File: config.mk
export PLATFORM = sky130hd
export DESIGN_NAME = wb_rd_master
export DESIGN_NICKNAME = d
export VERILOG_FILES = /design/src/rtl/wb_defs_pkg.sv /design/src/rtl/wb_rd_master_outreg.sv /design/src/rtl/wb_rd_master.sv
export SDC_FILE = /design/constraint.sdc
export NUM_CORES = 1
export LEC_CHECK = 0
export CORE_AREA = 8 8 97 142
export CTS_BUF_LIST = sky130_fd_sc_hd__clkbuf_2 sky130_fd_sc_hd__clkbuf_4 sky130_fd_sc_hd__clkbuf_8
export CTS_CLUSTER_DIAMETER = 120
export CTS_CLUSTER_SIZE = 25
export DETAILED_ROUTE_END_ITERATION = 6
export DIE_AREA = 0 0 105 150
export GPL_ROUTABILITY_DRIVEN = 0
export PLACE_DENSITY = 0.81
export SLEW_MARGIN = 5
export SYNTH_ARGS = -nofsm -noshare
export SYNTH_HDL_FRONTEND = slang
export SYNTH_SLANG_ARGS = --single-unit
File: constraint.sdc
create_clock -name wb_clk_i -period 2.7 [get_ports wb_clk_i]
set_clock_uncertainty 0.15 [all_clocks]
set_input_delay 0.405 -clock wb_clk_i [delete_from_list [all_inputs] [get_ports wb_clk_i]]
set_output_delay 0.405 -clock wb_clk_i [all_outputs]
set_load 0.005 [all_outputs]
File: src/rtl/wb_defs_pkg.sv
// Shared definitions for the Wishbone read initiator: FSM state encoding and
// fixed bus constants.
package wb_defs;

    localparam logic [2:0] ST_IDLE  = 3'd0;
    localparam logic [2:0] ST_ISSUE = 3'd1;
    localparam logic [2:0] ST_WAIT  = 3'd2;
    localparam logic [2:0] ST_HOLD  = 3'd3;
    localparam logic [2:0] ST_DONE  = 3'd4;

    typedef enum logic [2:0] {
        S_IDLE  = ST_IDLE,
        S_ISSUE = ST_ISSUE,
        S_WAIT  = ST_WAIT,
        S_HOLD  = ST_HOLD,
        S_DONE  = ST_DONE
    } state_e;

    localparam logic [3:0] WB_SEL_ALL   = 4'hF;
    localparam int         WB_WORD_STEP = 4;

endpackage

File: src/rtl/wb_rd_master_outreg.sv
// One-entry valid/ready output register holding {last, data}; reports full and
// drain so the read FSM can avoid issuing into an occupied slot.
module wb_rd_outreg
    import wb_defs::*;
#(
    parameter int DW = 32
) (
    input  logic          clk_i,
    input  logic          rst_i,
    input  logic          load_i,
    input  logic          last_i,
    input  logic [DW-1:0] dat_i,
    input  logic          ready_i,
    output logic          valid_o,
    output logic [DW-1:0] dat_o,
    output logic          last_o,
    output logic          full_o,
    output logic          drain_o
);

    logic          valid_q, valid_d;
    logic          last_q,  last_d;
    logic [DW-1:0] dat_q,   dat_d;

    always_comb begin
        valid_d = valid_q & ~ready_i;
        last_d  = last_q;
        dat_d   = dat_q;
        // A load may coincide with a drain of the previous word.
        if (load_i) begin
            valid_d = 1'b1;
            last_d  = last_i;
            dat_d   = dat_i;
        end
    end

    always_ff @(posedge clk_i or posedge rst_i) begin
        if (rst_i) begin
            valid_q <= 1'b0;
            last_q  <= 1'b0;
            dat_q   <= '0;
        end else begin
            valid_q <= valid_d;
            last_q  <= last_d;
            dat_q   <= dat_d;
        end
    end

    assign valid_o = valid_q;
    assign dat_o   = dat_q;
    assign last_o  = last_q;
    assign full_o  = valid_q;
    assign drain_o = valid_q & ready_i;

endmodule

File: src/rtl/wb_rd_master.sv
// Wishbone read initiator: one outstanding single-strobe word read at a time,
// words streamed out on valid/ready. Optional WAIT timeout via WB_RD_TIMEOUT_EN.
module wb_rd_master
    import wb_defs::*;
#(
    parameter int AW        = 32,
    parameter int DW        = 32,
    parameter int LENW      = 11,
    parameter int TO_CYCLES = 255
) (
    input  logic            wb_clk_i,
    input  logic            wb_rst_i,
    input  logic            cmd_valid_i,
    output logic            cmd_ready_o,
    input  logic [AW-1:0]   cmd_adr_i,
    input  logic [LENW-1:0] cmd_len_i,
    output logic [AW-1:0]   wb_adr_o,
    input  logic [DW-1:0]   wb_dat_i,
    output logic [3:0]      wb_sel_o,
    output logic            wb_we_o,
    output logic            wb_cyc_o,
    output logic            wb_stb_o,
    input  logic            wb_ack_i,
    input  logic            wb_err_i,
    output logic            rd_valid_o,
    input  logic            rd_ready_i,
    output logic [DW-1:0]   rd_dat_o,
    output logic            rd_last_o,
    output logic            done_o,
    output logic            err_o
);

    state_e          state_q, state_d;
    logic [AW-1:0]   adr_q,   adr_d;
    logic [LENW-1:0] rem_q,   rem_d;
    logic            abort_q, abort_d;

    logic            out_load;
    logic            out_last;
    logic            out_full;
    logic            out_drain;
    logic [1:0]      adr_lsb_unused;

    assign adr_lsb_unused = cmd_adr_i[1:0];

`ifdef WB_RD_TIMEOUT_EN
    localparam int TOW = $clog2(TO_CYCLES + 1);
    logic [TOW-1:0] to_q, to_d;
`endif

    always_comb begin
        state_d     = state_q;
        adr_d       = adr_q;
        rem_d       = rem_q;
        abort_d     = abort_q;
        out_load    = 1'b0;
        out_last    = 1'b0;
        cmd_ready_o = 1'b0;
        wb_cyc_o    = 1'b0;
        wb_stb_o    = 1'b0;
        done_o      = 1'b0;
        err_o       = 1'b0;
`ifdef WB_RD_TIMEOUT_EN
        to_d        = to_q;
`endif
        unique case (state_q)
            S_IDLE: begin
                cmd_ready_o = 1'b1;
                if (cmd_valid_i) begin
                    adr_d   = {cmd_adr_i[AW-1:2], 2'b00};
                    rem_d   = cmd_len_i;
                    abort_d = 1'b0;
                    state_d = (cmd_len_i == '0) ? S_DONE : S_ISSUE;
                end
            end
            S_ISSUE: begin
                // Strobe only once the output slot is guaranteed free by the ack.
                if (!out_full || out_drain) begin
                    wb_cyc_o = 1'b1;
                    wb_stb_o = 1'b1;
                    state_d  = S_WAIT;
`ifdef WB_RD_TIMEOUT_EN
                    to_d     = '0;
`endif
                end
            end
            S_WAIT: begin
                wb_cyc_o = 1'b1;
                if (wb_err_i) begin
                    abort_d = 1'b1;
                    state_d = S_DONE;
                end else if (wb_ack_i) begin
                    out_load = 1'b1;
                    out_last = (rem_q == LENW'(1));
                    rem_d    = rem_q - LENW'(1);
                    adr_d    = adr_q + AW'(WB_WORD_STEP);
                    if (rem_q == LENW'(1))
                        state_d = S_HOLD;
                    else if (!out_full || out_drain)
                        state_d = S_ISSUE;
                    else
                        state_d = S_HOLD;
                end
`ifdef WB_RD_TIMEOUT_EN
                else if (to_q == TOW'(TO_CYCLES - 1)) begin
                    abort_d = 1'b1;
                    state_d = S_DONE;
                end else begin
                    to_d = to_q + TOW'(1);
                end
`endif
            end
            S_HOLD: begin
                if (out_drain)
                    state_d = (rem_q != '0) ? S_ISSUE : S_DONE;
            end
            S_DONE: begin
                done_o  = 1'b1;
                err_o   = abort_q;
                abort_d = 1'b0;
                state_d = S_IDLE;
            end
            default: state_d = S_IDLE;
        endcase
    end

    always_ff @(posedge wb_clk_i or posedge wb_rst_i) begin
        if (wb_rst_i) begin
            state_q <= S_IDLE;
            adr_q   <= '0;
            rem_q   <= '0;
            abort_q <= 1'b0;
        end else begin
            state_q <= state_d;
            adr_q   <= adr_d;
            rem_q   <= rem_d;
            abort_q <= abort_d;
        end
    end

`ifdef WB_RD_TIMEOUT_EN
    always_ff @(posedge wb_clk_i or posedge wb_rst_i) begin
        if (wb_rst_i)
            to_q <= '0;
        else
            to_q <= to_d;
    end
`endif

    wb_rd_outreg #(
        .DW (DW)
    ) u_outreg (
        .clk_i   (wb_clk_i),
        .rst_i   (wb_rst_i),
        .load_i  (out_load),
        .last_i  (out_last),
        .dat_i   (wb_dat_i),
        .ready_i (rd_ready_i),
        .valid_o (rd_valid_o),
        .dat_o   (rd_dat_o),
        .last_o  (rd_last_o),
        .full_o  (out_full),
        .drain_o (out_drain)
    );

    assign wb_adr_o = adr_q;
    assign wb_sel_o = WB_SEL_ALL;
    assign wb_we_o  = 1'b0;

endmodule

==> parameters.txt <==
Parameter                              Value

Status
  Status ... complete, no violations

Floorplan
  Number of cell rows ... 49
  Initial core utilization ... 37.83%
  Full die area ... 15750 µm²
  Core box area ... 11770 µm²
  Horizontal die dimension ... 105 µm
  Io pins ... 157
  Die Ht ... 150 µm

Finish
  Fill cells ... 1078
  Growth of design area from synthesis to finish ... 42.48%
  Sequential cell area in the final layout ... 1979 µm²
  Highest-count cells in the layout ignoring fill and taps ... 147 x sky130_fd_sc_hd__clkdlybuf4s50_1, 77 x sky130_fd_sc_hd__dfrtp_1, 34 x sky130_fd_sc_hd__mux2_2
  Most common cell after layout, fill and taps aside ... sky130_fd_sc_hd__clkdlybuf4s50_1
  Number of nets in the layout ... 696
  Area of the multi-input gates ... 2272 µm²
  Number of diodes ... 0
  Share of layout cells above drive strength 1 ... 12.18%

Drt
  Number of design rule violations left after detail routing ... 0
  Iteration-0 DRC count of the detailed router ... 254
  Remaining antenna violation count ... 0
  Routed vias/inst ... 5.730
  First-pass iteration count of the detailed router ... 5
  Vias after detailed routing ... 4406
  Drt wl/cell ... 18.39 µm
  Final Routed Wirelength ... 14150 µm

Synthesis
  Share of the yosys chip area belonging to registers ... 44.39%
  Count of distinct cell types in the synthesized netlist ... 60
  Top area cells in the synthesized netlist ... sky130_fd_sc_hd__dfrtp_1 44%, sky130_fd_sc_hd__mux2_2 8.6%, sky130_fd_sc_hd__a21oi_1 3.8%
  Post-Synthesis Cell Area ... 4453 µm²
  Most common flop cell mapped by yosys ... sky130_fd_sc_hd__dfrtp_1
  Total of flip-flops plus latches after synthesis ... 79
  Async SR Flop Fraction ... 100.0%
  Synthesized instance count ... 477
  Average instance area after synthesis ... 9.335 µm²
  Synthesis warning total ... 0
  Cell accounting for the most synthesized area ... sky130_fd_sc_hd__dfrtp_1
  Proportion of netlist area held by the largest area contributor ... 44.39%
  Post-synth EDFFs ... 0

GRT
  Grt met1 use ... 19.59%
  Met3 Usage GRT ... 7.457%
  Global-route usage over all layers ... 18.07%
  Maximum number of pins on one net before global-route repair ... 59
  First-pass GRT wire length ... 23220 µm
  Initial antenna violation count ... 0
  Remaining global-route overflow ... 0
  Met2 Usage GRT ... 30.42%
  Number of global-route vias before repair ... 4672
  Most used routing layer in global routing ... met2

Timing
  Max Clk Rate ... 395.0 MHz
  Final period util ... 93.76%
  Final Hold Viols ... 0
  Setup-failing EPs final ... 0
  Total Negative Setup Slacks ... 0 ns
  Fin crit period ... 2.532 ns
  Fin. max-slew vios ... 0
  Slew @ Worst Pin ... 0.6401 ns
  Hold Slack ... 0.2288 ns
  RSZ-0062 raised after global routing ... no
  Max_slew headroom ... 56.93%
  Final worst-path setup slack ... 0.1684 ns

Worst setup path
  Ordered list of cells on the worst path ... buf_4 -> nor3b_1 -> and2_1 -> clkdlybuf4s50_1
  Worst-path fanout max ... 15
  Kind of critical path ... flip-flop to primary output
  Critical Path AT ... 1.98 ns
  Critical Path Source Type ... flip-flop
  Slowest Stage Delay on Critical Path ... 0.51 ns
  Required time worst endpoint ... 2.14 ns
  Kind of end point of the critical path ... primary output
  Slowest stage cell, crit path ... sky130_fd_sc_hd__dfrtp_2

Clock tree
  CTS H-Tree Depth ... 3
  Maximum buffer depth of the clock tree ... 2
  Post-CTS setup buffers ... 0
  Number of buffers inserted during clock tree synthesis ... 9
  CTS Root Buffer Type ... sky130_fd_sc_hd__clkbuf_8
  Clock transition at the registers of the reported paths ... 0.09 ns
  Worst-skew pair later-pin latency ... 0.36 ns
  CTS tree ... yes
  Sinks on the clock net ... 79

Worst hold path
  Class of the worst hold path ... input pin to asynchronous set/reset pin

Pwr
  Switching Fraction ... 38.62%
  Power per cell area ... 1094 nW/µm²
  Pint ... 4.259 mW
  Relative contribution of sequential cells to total power ... 35.5%
  Fraction of power consumed by combinational cells ... 48.8%
  Relative contribution of the clock network to total power ... 15.7%
  Switching component of the power ... 2.680 mW
  Standby leakage power ... 2.463 nW
  Largest voltage drop on the vdd net ... 580.3 µV

Placement
  Count of input and output buffers ... 147
  Detailed-placement wirelength estimate ... 10440 µm
  Setup WS pre-CTS ... 0.2401 ns

Job
  Max Cap Viol ... 0
==> sequential cells by signal, indices dropped and copies added (netlist names) <==
register	count
abort_q	1
rem_q	11
state_q	3
u_outreg.dat_o	32
u_outreg.full_o	1
u_outreg.last_o	1
wb_adr_o	30
==> path summary, 6_finish.rpt <==
check,startpoint,endpoint,slack (ns),depth (start not counted)
max,state_q[1],err_o,0.17,4
min,wb_rst_i,u_outreg.dat_o[10],0.23,2
max reg2reg,wb_adr_o[13],wb_adr_o[31],0.33,4
min reg2reg,u_outreg.last_o,u_outreg.last_o,0.33,2
max in group asynchronous,wb_rst_i,state_q[1],1.49,3
min in group wb_clk_i,u_outreg.last_o,u_outreg.last_o,0.33,2
==> Yosys cell counts, types with 6 or more instances <==
cell type                  instances
sky130_fd_sc_hd__a211oi_1          7
sky130_fd_sc_hd__a21oi_1          34
sky130_fd_sc_hd__a22oi_1           6
sky130_fd_sc_hd__a31oi_1           9
sky130_fd_sc_hd__buf_2             9
sky130_fd_sc_hd__buf_4             7
sky130_fd_sc_hd__clkbuf_1         24
sky130_fd_sc_hd__dfrtp_1          79
sky130_fd_sc_hd__inv_1            11
sky130_fd_sc_hd__mux2_2           34
sky130_fd_sc_hd__nand2_1          33
sky130_fd_sc_hd__nand3_1          19
sky130_fd_sc_hd__nand4_1          17
sky130_fd_sc_hd__nor2_1           29
sky130_fd_sc_hd__nor3_1           24
sky130_fd_sc_hd__nor4_1           14
sky130_fd_sc_hd__o21ai_0          25
sky130_fd_sc_hd__o22ai_1           7
sky130_fd_sc_hd__or4_1             6
==> power by group through the flow <==
| stage | sequential (mW) | combinational (mW) | clock, mW |
|---|---|---|---|
| global placement | 2.41 | 3.30 | 0 |
| global route | 2.57 | 3.73 | 1.17 |
| detailed placement | 2.47 | 3.39 | 0 |
| finish | 2.46 | 3.39 | 1.09 |
| CTS | 2.45 | 3.42 | 1.12 |
| floorplan | 2.29 | 1.81 | 0 |
==> cell families after synthesis <==
| logic type | Yosys count | share of synthesized area [%] |
|---|---|---|
| fa+ha+maj | 4 | 1.124 |
| flops | 79 | 44.39 |
| mux | 35 | 8.823 |
| compound gates | 128 | 18.77 |
| simple gates | 175 | 21.33 |
| buf+inv | 54 | 5.395 |
| other cells | 2 | 0.1686 |
==> stage by stage <==
stage | area, µm² | std cells | utilization [%] | total power, mW
2_1_floorplan | 4472 | 482 | - | 4.102
3_3_place_gp | 6097 | 753 | 51.80 | 5.706
3_5_place_dp | 6097 | 753 | 51.80 | 5.861
4_1_cts | 6342 | 769 | 53.88 | 6.988
5_1_grt | 6345 | 769 | 53.90 | 7.471
6_report | 6345 | 769 | 53.90 | 6.939
==> routing by layer <==
metal  wire, µm  part of all wire (%)
met5          0                     0
met4        345                   2.4
met3       1429                    10
met2       7020                    50
met1       5351                    38
==> what timing repair did <==
item / CTS / global route
hold buffers: 0 / 0
endpoints found under the setup margin: 0 / 2
gates resized for setup: 0 / 2
==> critical path: cells and delay by family (launching register included) <==
| kind | cells | cell delay, ns |
|---|---|---|
| buffers and inverters | 2 | 0.69 |
| AND/OR/NAND/NOR | 2 | 0.41 |
| flip-flops | 1 | 0.51 |
==> final cells by class <==
type | count | share of cell area, %
Inverter | 11 | 0.6705
Clock inverter | 6 | 1.696
Multi-Input combinational cell | 349 | 35.81
Sequential cell | 79 | 31.20
Clock buffer | 10 | 2.169
Tap cell | 153 | 3.017
Timing Repair Buffer | 161 | 25.44
Note: power is estimated with default switching activity, not from simulation.
